--- config.mk ---
export PLATFORM = sky130hd
export DESIGN_NAME = rv_regfile_mp
export DESIGN_NICKNAME = d
export VERILOG_FILES = /design/src/rtl/rv_regfile_mp.sv
export SDC_FILE = /design/constraint.sdc
export NUM_CORES = 2
export LEC_CHECK = 0
export ABC_AREA = 0
export BUFFER_PORTS_ARGS = -buffer_cell sky130_fd_sc_hd__buf_2
export CORE_ASPECT_RATIO = 0.8
export CORE_MARGIN = 8
export CORE_UTILIZATION = 30
export CTS_CLUSTER_SIZE = 25
export DETAILED_ROUTE_END_ITERATION = 8
export GPL_ROUTABILITY_DRIVEN = 0
export REMOVE_ABC_BUFFERS = 1
export SYNTH_ARGS = -nofsm -noshare
export SYNTH_HDL_FRONTEND = slang
export SYNTH_SLANG_ARGS = --single-unit
--- constraint.sdc ---
create_clock -name clk -period 11.7 [get_ports clk]
set_input_delay 1.17 -clock clk [delete_from_list [all_inputs] [get_ports clk]]
set_output_delay 1.17 -clock clk [all_outputs]
set_load 0.01 [all_outputs]
--- src/rtl/rv_regfile_mp.sv ---
// ============================================================================
//  Module      : rv_regfile_mp
//  Description : Multi-port integer register file with two prioritised write
//                ports, optional r0 hardwiring, write bypass and busy scoreboard.
//  Revision    : 1.0 - initial release
// ============================================================================
`default_nettype none

module rv_regfile_mp #(
    parameter int XLEN    = 32,
    parameter int NREGS   = 32,
    parameter int AW      = 5,
    parameter int NRD     = 2,
    parameter int ZERO_R0 = 1,
    parameter int BYPASS  = 1
) (
    input  logic                 clk,
    input  logic                 rst,
    input  logic [NRD*AW-1:0]    rd_addr,
    output logic [NRD*XLEN-1:0]  rd_data,
    output logic [NRD-1:0]       rd_busy,
    input  logic                 wr0_en,
    input  logic [AW-1:0]        wr0_addr,
    input  logic [XLEN-1:0]      wr0_data,
    input  logic                 wr1_en,
    input  logic [AW-1:0]        wr1_addr,
    input  logic [XLEN-1:0]      wr1_data,
    input  logic                 iss_en,
    input  logic [AW-1:0]        iss_addr,
    output logic [NREGS-1:0]     busy_vec
);

    localparam bit c_zeroR0 = (ZERO_R0 != 0);
    localparam bit c_bypass = (BYPASS != 0);

    logic [XLEN-1:0]  r_regs [NREGS];
    logic [NREGS-1:0] r_busy;
    logic [NREGS-1:0] w_busyNext;
    logic             w_wr0Ok;
    logic             w_wr1Ok;

    assign w_wr0Ok  = wr0_en && !(c_zeroR0 && (wr0_addr == '0));
    assign w_wr1Ok  = wr1_en && !(c_zeroR0 && (wr1_addr == '0));
    assign busy_vec = r_busy;

    // Issue is applied after writeback clears so a new producer keeps the bit set.
    always_comb begin
        w_busyNext = r_busy;
        for (int i = 0; i < NREGS; i++) begin
            if ((wr0_en && (wr0_addr == AW'(i))) || (wr1_en && (wr1_addr == AW'(i))))
                w_busyNext[i] = 1'b0;
            if (iss_en && (iss_addr == AW'(i)))
                w_busyNext[i] = 1'b1;
        end
        if (c_zeroR0)
            w_busyNext[0] = 1'b0;
    end

    // Port 1 is assigned last so it wins a same-address collision.
    always_ff @(posedge clk) begin
        if (rst) begin
            for (int i = 0; i < NREGS; i++)
                r_regs[i] <= '0;
            r_busy <= '0;
        end else begin
            if (w_wr0Ok)
                r_regs[wr0_addr] <= wr0_data;
            if (w_wr1Ok)
                r_regs[wr1_addr] <= wr1_data;
            r_busy <= w_busyNext;
        end
    end

    for (genvar p = 0; p < NRD; p++) begin : g_rdPort
        logic [AW-1:0] w_addr;
        logic          w_hit0;
        logic          w_hit1;
        logic          w_zero;

        assign w_addr = rd_addr[p*AW +: AW];
        assign w_zero = c_zeroR0 && (w_addr == '0);
        assign w_hit1 = c_bypass && !rst && wr1_en && (wr1_addr == w_addr);
        assign w_hit0 = c_bypass && !rst && wr0_en && (wr0_addr == w_addr);

        assign rd_data[p*XLEN +: XLEN] = w_zero ? '0 :
                                         w_hit1 ? wr1_data :
                                         w_hit0 ? wr0_data :
                                         r_regs[w_addr];
        // A value arriving this cycle is already forwarded, so the consumer need not stall.
        assign rd_busy[p] = r_busy[w_addr] && !(w_hit0 || w_hit1);
    end

endmodule

`default_nettype wire

==> run metrics <==
largest family of logic cells by synthesized area multiplexers; Longest Clk Path Bufs 3; Fmax achieved 149 MHz; synth warn 0; period utilisation layout between 50% and 60%; drt total wl 288 mm; initial cell density of the core 30.2%; Power Total between 9 and 10 mW; Post-synth EDFFs a little over 1000; DRC viols 0; vias per cell ~7; post-route setup slack roughly 5.0 ns; minimum clock period 6.72 ns; CP max stage delay about 0.93 ns; die width 521 um; Max-cap violations 1; # fillers 19400; post-synthesis adder-cell area fraction 0%; core area a little over 200000 um^2; worst slew pin tran about 1.5 ns; drt wl/cell about 43 um; status finished, violations left; CP startpoint kind input port; post-route cell area between 60000 and 70000 um^2; IO Pins roughly 190; post-synthesis sequential area ratio 51.2%; final hold vios 0; DP HPWL about 160 mm; Area after DPL between 60000 and 70000 um^2; Most used DFF post-synth edfxtp_1; Unique masters post-synth 50; Leak between 20 and 25 nW; asr flop ratio synth 0%; clock sinks between 1000 and 1500; row count roughly 150; Port Buf Inserts 190; post-route setup TNS 0 ns; clk_skew 0 ns; Crit. Startpoint rd_addr[7]; power density cells around 140 nW/um^2; WP data required between 10 and 15 ns; Max VDD drop between 0.1 and 0.15 mV; vias in the first global route 45300; average size of a mapped cell roughly 15 um^2; synthesized instance count 4067; grt total ovfl 0; Final ANT Viol Nets 0; die area approximately 220000 um^2; GRT Util Overall about 25%; worst hold path type flip-flop to flip-flop; Die Ht between 400 and 500 um; Pre-Repair DR Iteration Count 9; Simple-Gate Fraction of Synth Area roughly 2.3%; layout cells sized above 1 a little under a third; failing checks max-capacitance violations; Max H-tree Level 3; latest clock arrival within the worst-skew pair between 0.7 and 0.8 ns; final hold slack 0.575 ns; CP cell instances buf_2 > buf_4 > inv_2 > a221o_1 > nor4_1 > nor2b_4 > buf_4 > a22oi_1 > o32ai_1 > buf_2; Reg2Reg Setup Slack about 11 ns; xor/xnor cell area share of the yosys netlist 0.229%; Slew Limit Fails 0; compound-cell area share of the yosys netlist between 15 and 20%; post-CTS setup buffer count 0; Crit Path Category input port to output pin; Post-CTS Resized 0; CP Capture Type output pin; CP Data Arrival Time approximately 5.6 ns; mux cell area share after synthesis a little under a quarter; hold buffers post-CTS 0; RSZ-0062 raised after global routing false; Setup WS pre-CTS approximately 5.2 ns; total CTS buffers approximately 100; nets 3977; first-pass GRT wire length about 380 mm; initial antenna violation count 31; reg2reg start busy_vec[29]$_SDFFE_PP0P_; Yosys reg bits ~1100; largest net degree at the start of global routing 126; CP max FO 32; final setup fails 0; CTS tree done; Clock Root Buffer clkbuf_16; CP max stage cell nor4_1; relative slew slack less than 1%; Hold Startpoint busy_vec[10]$_SDFFE_PP0P_; Area growth syn-to-layout 11.6%; Initial DRC Count just under 10000; Vias 48100; clock slew at reported path FFs ~0.060 ns; Mapped Area roughly 61000 um^2
[layer usage]
metal	global-route usage (%)	wire, um	up-vias
met1	32.8	103000	24800
met3	14.8	57800	963
li1	-	-	16900
met5	0.588	306	-
met2	32.8	112000	5361
met4	10.8	15200	31
[cell families (layout without fill, tap and decap cells)]
kind of cell | count (synthesis) | count (layout)
other | 1 | 46
multiplexers | 702 | 702
buffers and inverters | 684 | 557
XOR/XNOR | 16 | 16
AND/OR/NAND/NOR | 301 | 301
AO/OA/AOI/OAI | 1308 | 1308
flip-flops | 1055 | 1055
[final timing paths]
kind                                to  cells after the start
max reg2reg  busy_vec[29]$_SDFFE_PP0P_                      2
min          busy_vec[10]$_SDFFE_PP0P_                      2
min reg2reg  busy_vec[10]$_SDFFE_PP0P_                      2
max                        rd_data[43]                     10
[registers in the layout (all words and copies together) (netlist names)]
name      cells
r_regs     1024
busy_vec     31
[synthesized netlist by cell type (18+ instances only)]
| library cell | n | area share [%] |
|---|---|---|
| mux2i_1 | 105 | 1.7 |
| buf_1 | 63 | 0.39 |
| buf_2 | 102 | 0.83 |
| nand2_1 | 41 | 0.25 |
| edfxtp_1 | 1024 | 50 |
| clkbuf_1 | 458 | 2.8 |
| a22oi_1 | 133 | 1.6 |
| o21ai_0 | 38 | 0.31 |
| a221oi_1 | 22 | 0.31 |
| nand2b_1 | 18 | 0.18 |
| nor2_1 | 145 | 0.89 |
| nor3_1 | 42 | 0.34 |
| nor2b_1 | 19 | 0.19 |
| dfxtp_1 | 31 | 1.0 |
| clkbuf_2 | 31 | 0.25 |
| a22o_1 | 1034 | 15 |
| o32ai_1 | 31 | 0.44 |
| mux4_2 | 593 | 22 |
[placed cells by master (no fill, tap or decap), drive strengths merged, types with 6 or more instances in the layout]
| cell | n |
|---|---|
| o21ai | 53 |
| o32ai | 31 |
| nor4 | 10 |
| a22o | 1034 |
| nor3 | 42 |
| nor2 | 145 |
| a221o | 14 |
| buf | 359 |
| edfxtp | 1024 |
| dfxtp | 31 |
| nand2b | 18 |
| xor2 | 13 |
| inv | 9 |
| clkbuf | 125 |
| nand3 | 7 |
| conb | 33 |
| mux4 | 593 |
| a22oi | 133 |
| nor2b | 19 |
| nand2 | 41 |
| mux2i | 105 |
| a221oi | 22 |
| a21oi | 6 |
| clkinv | 50 |
| bufinv | 12 |
| diode | 13 |
[worst max-delay path: cells and delay by family]
family | cells | cell delay [ns]
buffers and inverters | 5 | 1.97
AND/OR/NAND/NOR | 2 | 1.23
AO/OA/AOI/OAI | 3 | 1.10
[final cells by class]
type | count | area, um^2 | area share (%)
Antenna cell | 13 | 32.5 | 0.0475
Timing Repair Buffer | 359 | 2350 | 3.43
Tap cell | 2700 | 3380 | 4.94
Inverter | 5 | 21.3 | 0.0311
Multi-Input combinational cell | 2360 | 27900 | 40.8
Clock buffer | 125 | 2700 | 3.95
Sequential cell | 1055 | 31400 | 45.8
Clock inverter | 68 | 694 | 1.01
[stage by stage]
step           cells  util, %
3_3_place_gp    6478     32.0
2_1_floorplan   3420        -
3_5_place_dp    6478     32.0
6_report        6685     33.7
4_1_cts         6671     33.6
5_1_grt         6678     33.7
[report_power, final]
group | switching, mW | internal [mW]
Clock | 1.61 | 1.92
Combinational | 0.901 | 0.536
Sequential | 0.114 | 4.37
Total | 2.63 | 6.82
Power figures use the tool's default switching activity.
